[src/rtl/if_id_stage_pkg.sv]
// Shared constants for the IF/ID pipeline register: FSM encodings, NOP word,
// default widths and small instruction-field helpers.
package if_id_stage_pkg;

    localparam int PC_W_DEFAULT  = 10;
    localparam int CNT_W_DEFAULT = 16;

    localparam logic [31:0] NOP      = 32'h0000_0000;
    localparam logic [4:0]  REG_ZERO = 5'd0;

    localparam logic [1:0] ST_FILL   = 2'd0;
    localparam logic [1:0] ST_RUN    = 2'd1;
    localparam logic [1:0] ST_SQUASH = 2'd2;

    function automatic logic [4:0] rs_of(input logic [31:0] instr);
        return instr[25:21];
    endfunction

    function automatic logic [4:0] rt_of(input logic [31:0] instr);
        return instr[20:16];
    endfunction

endpackage

[src/rtl/if_id_stage_load_use_detect.sv]
// Load-use hazard detect: EX-stage load whose destination feeds the ID word.
// Latency: combinational.
// Backpressure: none; the result drives the stage stall.
module load_use_detect
    import if_id_stage_pkg::*;
(
    input  logic       valid_id,
    input  logic       mem_read,
    input  logic [4:0] ex_rt,
    input  logic [4:0] id_rs,
    input  logic [4:0] id_rt,
    output logic       hazard
);

    // r0 is hardwired zero, so a load targeting it never creates a dependency.
    assign hazard = valid_id & mem_read & (ex_rt != REG_ZERO) &
                    ((ex_rt == id_rs) | (ex_rt == id_rt));

endmodule

[src/rtl/if_id_stage.sv]
// IF/ID pipeline register with one-entry skid, flush squash and debug counters.
// Latency: one cycle from fetch tag (pc_fetch/instruc) to instruc_ID.
// Backpressure: load-use stall drops PC_write and parks the in-flight word in the skid.
module if_id_stage
    import if_id_stage_pkg::*;
#(
    parameter int PC_W  = PC_W_DEFAULT,
    parameter int CNT_W = CNT_W_DEFAULT
) (
    input  logic             clock,
    input  logic             reset,
    input  logic             enable,
    input  logic [31:0]      instruc,
    input  logic [PC_W-1:0]  PC_current,
    input  logic             flush,
    input  logic             id_ex_mem_read,
    input  logic [4:0]       id_ex_rt,
    output logic             PC_write,
    output logic [31:0]      instruc_ID,
    output logic [PC_W-1:0]  PC_ID,
    output logic             valid_ID,
    output logic             bubble,
    output logic [CNT_W-1:0] stall_cnt,
    output logic [CNT_W-1:0] flush_cnt
);

    typedef struct packed {
        logic [31:0]     instr;
        logic [PC_W-1:0] pc;
    } fetch_t;

    logic [1:0]      state;
    logic [PC_W-1:0] pc_fetch;
    fetch_t          skid;
    logic            skid_valid;
    logic            hazard;
    logic            stall;

    load_use_detect u_load_use_detect (
        .valid_id (valid_ID),
        .mem_read (id_ex_mem_read),
        .ex_rt    (id_ex_rt),
        .id_rs    (rs_of(instruc_ID)),
        .id_rt    (rt_of(instruc_ID)),
        .hazard   (hazard)
    );

    // A redirect discards the dependent instruction anyway, so it wins over the stall.
    assign stall    = hazard & ~flush;
    assign PC_write = ~stall;
    assign bubble   = stall;

    always_ff @(posedge clock or posedge reset) begin
        if (reset) begin
            state      <= ST_FILL;
            pc_fetch   <= '0;
            instruc_ID <= NOP;
            PC_ID      <= '0;
            valid_ID   <= 1'b0;
            skid       <= '0;
            skid_valid <= 1'b0;
        end else if (enable) begin
            pc_fetch <= PC_current;
            case (state)
                ST_FILL: begin
                    instruc_ID <= NOP;
                    valid_ID   <= 1'b0;
                    skid_valid <= 1'b0;
                    state      <= flush ? ST_SQUASH : ST_RUN;
                end
                ST_RUN: begin
                    if (flush) begin
                        instruc_ID <= NOP;
                        valid_ID   <= 1'b0;
                        skid_valid <= 1'b0;
                        state      <= ST_SQUASH;
                    end else if (stall) begin
                        // PC is frozen this edge, so the word already in flight must be parked.
                        if (!skid_valid) begin
                            skid.instr <= instruc;
                            skid.pc    <= pc_fetch;
                            skid_valid <= 1'b1;
                        end
                    end else if (skid_valid) begin
                        // Memory is re-reading the held PC, so the live word is a duplicate.
                        instruc_ID <= skid.instr;
                        PC_ID      <= skid.pc;
                        valid_ID   <= 1'b1;
                        skid_valid <= 1'b0;
                    end else begin
                        instruc_ID <= instruc;
                        PC_ID      <= pc_fetch;
                        valid_ID   <= 1'b1;
                    end
                end
                ST_SQUASH: begin
                    instruc_ID <= NOP;
                    valid_ID   <= 1'b0;
                    skid_valid <= 1'b0;
                    state      <= flush ? ST_SQUASH : ST_RUN;
                end
                default: begin
                    instruc_ID <= NOP;
                    valid_ID   <= 1'b0;
                    skid_valid <= 1'b0;
                    state      <= ST_FILL;
                end
            endcase
        end
    end

    always_ff @(posedge clock or posedge reset) begin
        if (reset) begin
            stall_cnt <= '0;
            flush_cnt <= '0;
        end else if (enable) begin
            if (stall && (stall_cnt != '1))
                stall_cnt <= stall_cnt + CNT_W'(1);
            if (flush && (flush_cnt != '1))
                flush_cnt <= flush_cnt + CNT_W'(1);
        end
    end

endmodule

[config.mk]
export PLATFORM = sky130hd
export DESIGN_NAME = if_id_stage
export DESIGN_NICKNAME = d
export VERILOG_FILES = /design/src/rtl/if_id_stage_pkg.sv /design/src/rtl/if_id_stage_load_use_detect.sv /design/src/rtl/if_id_stage.sv
export SDC_FILE = /design/constraint.sdc
export NUM_CORES = 1
export LEC_CHECK = 0
export BUFFER_PORTS_ARGS = -buffer_cell sky130_fd_sc_hd__buf_2
export CORE_MARGIN = 1
export CORE_UTILIZATION = 60
export CTS_BUF_LIST = sky130_fd_sc_hd__clkbuf_8
export DETAILED_ROUTE_END_ITERATION = 8
export PLACE_DENSITY = 0.93
export SLEW_MARGIN = 25
export SYNTH_ARGS = -nofsm -noshare
export SYNTH_HDL_FRONTEND = slang
export SYNTH_SLANG_ARGS = --single-unit
[constraint.sdc]
create_clock -name clock -period 10.5 [get_ports clock]
set_clock_uncertainty 0.05 [all_clocks]
set_input_delay 1.05 -clock clock [delete_from_list [all_inputs] [get_ports clock]]
set_output_delay 1.05 -clock clock [all_outputs]
set_load 0.05 [all_outputs]
After elaboration in Yosys (flattened, before gate mapping)
Index checks and enable logic that the tools add are counted.
{"block": "op_classes", "add_sub_neg": 2, "n_eq_ne": 8, "n_mux": 14, "bitwise_logic": 8, "n_reduce_logical": 11}
{"op": "$mux W32", "n": 4}
{"op": "$add A16 B1 Y16 const B", "n": 2}
{"op": "$ne A16 B16 Y1 const B", "n": 2}
{"op": "$eq A5 B5 Y1", "n": 2}
{"op": "$mux W10", "n": 1}
{"op": "$reduce_and A2 Y1", "n": 4}
{"op": "$mux W1", "n": 6}
{"op": "$reduce_and A5 Y1", "n": 1}
{"op": "$reduce_bool A5 Y1", "n": 1}
{"op": "$and A1 B1 Y1", "n": 4}
{"op": "$mux W2", "n": 2}
{"op": "$pmux W2 S2", "n": 1}
{"op": "$reduce_and A4 Y1", "n": 1}
{"op": "$ne A3 B3 Y1 const B", "n": 1}
{"op": "$not A1 Y1", "n": 3}
{"op": "$eq A2 B1 Y1 const B", "n": 1}
{"op": "$eq A2 B2 Y1 const B", "n": 1}
{"op": "$logic_and A1 B1 Y1", "n": 2}
{"op": "$logic_not A2 Y1", "n": 1}
{"op": "$ne A2 B2 Y1 const B", "n": 1}
{"op": "$reduce_or A2 Y1", "n": 1}
{"op": "$or A1 B1 Y1", "n": 1}
{"block": "word_totals", "reg_bits": 130, "input_bits": 52, "wordCells": 53}

Depth between registers and ports, before layout
{"block": "logic_depth", "ltp_word": 7, "depth_mapped": 7}

Modules after synthesis
From an unflattened synthesis, not the netlist that was laid out.
{"block": "unflattened", "cells_unflattened": 473, "hier_area_um2": 5721.7}
{"module": "if_id_stage", "n_inst": 1, "cells_each": 456, "area_each_um2": 5589.1, "seq_area_each_um2": 3253.1}
{"module": "load_use_detect", "n_inst": 1, "cells_each": 17, "area_each_um2": 132.6, "seq_area_each_um2": 0.0}

Least setup slack after synthesis
No wires, ideal clock.
{"block": "synth_path", "path_type": "input port to output port", "from": "input id_ex_rt[0]", "to": "output bubble", "t_arrival_ps": 2579, "slack_ps": 6821, "path_stages": 4, "n_path_buf": 0, "cell_sequence": "or4_4 > o21ba_2 > nand2_1 > inv_1"}
{"block": "synth_via", "elab_chain_cells": 4, "word_cells_on_any_way": 7, "cone_classes": "2 x eq/ne; 4 x bitwise; 1 x reduce/logical"}
{"element": "from (decl)", "line": "if_id_stage.sv:17", "text": "input logic [4:0] id_ex_rt,"}
{"element": "$eq A5 B5 Y1 or $reduce_bool A5 Y1 (tied branches)", "line": "if_id_stage_load_use_detect.sv:17, if_id_stage_load_use_detect.sv:16"}
{"element": "$or A1 B1 Y1 or $and A1 B1 Y1 (tied branches)", "line": "if_id_stage_load_use_detect.sv:17, if_id_stage_load_use_detect.sv:16"}
{"element": "$and A1 B1 Y1 *", "line": "if_id_stage_load_use_detect.sv:16", "text": "assign hazard = valid_id & mem_read & (ex_rt != REG_ZERO) &"}
{"element": "$and A1 B1 Y1 *", "line": "if_id_stage.sv:49", "text": "assign stall = hazard & ~flush;"}
{"element": "to (decl)", "line": "if_id_stage.sv:22", "text": "output logic bubble,"}
Every way passes the cells marked *; elsewhere a longest branch is shown, timed or not.

Worst setup path after layout
{"block": "layout_path", "from": "input id_ex_rt[2]", "to": "output bubble"}
The elaborated chain is that of the path after synthesis.

==> impl_metrics.env <==
export IMPL_nets=614
export IMPL_dp_hpwl_mm=8.45
export IMPL_cts_buffers=17
export IMPL_place_gp_congestion=0.939
export IMPL_gr_total_overflow=0
export IMPL_yosysMostFrequentCell="dfrtp_1"
export IMPL_fin_ws_ns=6.64
export IMPL_cts_resized=0
export IMPL_drive_above_1_share_pct=43.5
export IMPL_p_sw_share_pct=32.7
export IMPL_portBuffers=128
export IMPL_cts_tree="built"
export IMPL_worst_setup_path_end_kind="output port"
export IMPL_cellPowerDensity_mw_per_mm2=177
export IMPL_max_stage_delay_ns=0.60
export IMPL_syn_area_sq_mm=0.00580
export IMPL_met3_usage_pct=6.27
export IMPL_hold_viol_final=0
export IMPL_cp_max_fo=15
export IMPL_yosys_top_cells_count="dfrtp_1, mux2_2, xnor2_1, mux2i_1, o2bb2ai_1"
export IMPL_die_y_microns=100
export IMPL_syn_inst=428
export IMPL_grt_pass1_vias=4092
export IMPL_finalCritPeriodShare_pct=36.7
export IMPL_post_cts_buffers=0
export IMPL_fillers=646
export IMPL_p_leak_nw=3.38
export IMPL_grt_pass1_wl_mm=20.1
export IMPL_fmax_mhz=259
export IMPL_worstSetupStartpointType="input pin"
export IMPL_vias=4026
export IMPL_syn_avg_cell_area_sq_um=13.5
export IMPL_pwr_share_clk_pct=33.2
export IMPL_path_cells="buf_2 -> xnor2_1 -> nand3_1 -> o22ai_2 -> nand2_1 -> inv_1 -> buf_2"
export IMPL_via_per_inst=5.74
export IMPL_cts_buffer_depth=2
export IMPL_dieArea_sq_mm=0.0101
export IMPL_drt_iter0_drc=209
export IMPL_grt_start_max_net_pins=78
export IMPL_ys_flop_type="dfrtp_1"
export IMPL_synth_area_top_cells="dfrtp_1, mux2_2, mux2i_1"
export IMPL_cts_max_level=4
export IMPL_ys_warn_count=0
export IMPL_maxCapViolCount=0
export IMPL_hold_ws_ns=0.441
export IMPL_clockRootBuffer="clkbuf_8"
export IMPL_grt_use_met2_pct=44.1
export IMPL_regToRegSetupSlack_ns=7.99
export IMPL_yosysTopAreaCell="dfrtp_1"
export IMPL_cpMostUsedCell="buf_2"
export IMPL_boundaryPins=129
export IMPL_finalCriticalPeriod_ns=3.86
export IMPL_antenna_found_initial=0
export IMPL_post_drt_wl_per_cell_microns=17.9
export IMPL_outcome="completed"
export IMPL_drt_drc_violations_left=0
export IMPL_dp_slack_ns=6.64
export IMPL_power_frac_comb_pct=20.3
export IMPL_synth_edf_count=0
export IMPL_seq_power_share_pct=46.6
export IMPL_syn_to_final_growth_pct=19.4
export IMPL_grt_usage_pct=26.0
export IMPL_drv_slew=0
export IMPL_ys_types=38
export IMPL_synth_fp_nets=482
export IMPL_rsz0062_at_grt="false"
export IMPL_worstPathRequired_ns=9.40
export IMPL_hold_class="reg2reg"
export IMPL_clkLatencyLatePin_ns=0.42
export IMPL_numClockSinks=130
export IMPL_drtPass1Iterations=4
export IMPL_setup_viol=0
export IMPL_crit_arrival_ns=2.76
export IMPL_antennaDiodeCount=0
export IMPL_core_sq_mm=0.00928
export IMPL_reg2regPathDepth=6
export IMPL_cp_slowest_cell="o22ai_2"
export IMPL_synth_seq_cells=130
export IMPL_rows=35
export IMPL_p_switching_mw=0.401
export IMPL_use_met1_pct=32.5
export IMPL_yosysTopAreaCellShare_pct=56.1
export IMPL_synthArstFlopShare_pct=100
export IMPL_finalWirelength_mm=12.5
export IMPL_reg2reg_from="instruc_ID[22]"
export IMPL_peakVddDrop_uv=208
export IMPL_worstHoldEndpoint="stall_cnt[6]"
export IMPL_worst_pin_slew_ns=0.924
export IMPL_postCtsHoldBufs=0
export IMPL_top_usage_layer="met2"
export IMPL_hp_start="stall_cnt[6]"
export IMPL_setup_tns_ns=0
export IMPL_initial_core_util_pct=62.5
export IMPL_worstReg2RegEnd="instruc_ID[16]"
export IMPL_intPower_mw=0.825
export IMPL_antenna_left=0
export IMPL_ys_seq_area_share_pct=56.1
export IMPL_die_w_microns=100
export IMPL_min_path_cells=1
export IMPL_cts_reportedPaths_clkPinSlew_ns=0.07
export IMPL_slew_headroom_pct=38.4
export IMPL_critPathKind="in2out"
==> cells in the final DEF (no fill, tap or decap), types with 10 or more instances in the layout <==
master / count
dfrtp_1: 129
mux2_2: 73
clkbuf_8: 18
and3_1: 10
nand3_1: 17
nand4_1: 15
nand2_1: 13
o2bb2ai_1: 32
xnor2_1: 34
buf_2: 128
mux2i_1: 32
==> layout make-up <==
cell class / instances / area, sq um / area share (%)
flip-flops and latches: 130 / 3250 / 47.0
multi-input cells: 272 / 2400 / 34.7
repair buffers: 133 / 698 / 10.1
clock buffers: 18 / 248 / 3.58
well taps: 129 / 161 / 2.33
clock inverters: 13 / 139 / 2.01
inverters: 6 / 25.0 / 0.361
==> through the flow <==
step           utilization [%]  power [mW]  cell area, sq um  instances
2_1_floorplan                -       0.758              5800        428
3_3_place_gp              70.1       0.818              6510        669
3_5_place_dp              70.4       0.828              6540        670
4_1_cts                   74.6        1.23              6930        701
5_1_grt                   74.6        1.27              6930        701
6_report                  74.6        1.23              6930        701
==> flip-flops by register name (all words and copies together) (netlist names) <==
| signal | flops |
|---|---|
| valid_ID | 1 |
| stall_cnt | 16 |
| instruc_ID | 32 |
| PC_ID | 10 |
| state | 2 |
| pc_fetch | 10 |
| flush_cnt | 16 |
| skid | 42 |
| skid_valid | 1 |
==> per-layer routing <==
layer	vias to the layer above	part of all wire, %
li1	1836	-
met1	2053	43
met2	118	51
met3	19	4.4
met4	0	1.8
met5	-	0
==> power by group through the flow <==
stage               Clock [mW]  Sequential (mW)  Combinational [mW]
floorplan                    0            0.688              0.0704
global placement             0            0.577               0.241
detailed placement           0            0.579               0.249
CTS                      0.414            0.571               0.250
global route             0.435            0.576               0.262
finish                   0.407            0.571               0.248
==> how the worst max path moves through the flow <==
stage / startpoint / endpoint / slack [ns] / cells after the start
final: id_ex_rt[2] / bubble / 6.64 / 7
after global routing: id_ex_rt[2] / bubble / 6.51 / 7
after detailed placement: id_ex_rt[2] / bubble / 6.64 / 7
after CTS: id_ex_rt[2] / bubble / 6.65 / 7
after floorplan: reset / PC_ID[0] / 5.93 / 1
after global placement: id_ex_rt[1] / bubble / 6.79 / 7
==> kinds of logic after synthesis <==
kind of cell / after synthesis / synth area share [%]
adder cells (fa/ha/maj): 2 / 0.432
AO/OA/AOI/OAI: 44 / 7.08
XOR/XNOR: 39 / 5.89
buffers and inverters: 26 / 2.50
AND/OR/NAND/NOR: 81 / 8.03
flip-flops: 130 / 56.1
multiplexers: 106 / 20.0
==> worst max-delay path, delay by kind of cell <==
family,cells,cell delay [ns]
AO/OA/AOI/OAI,1,0.60
buffers and inverters,3,0.49
AND/OR/NAND/NOR,2,0.42
XOR/XNOR,1,0.19
No activity file was read; power rests on OpenSTA's default activity.
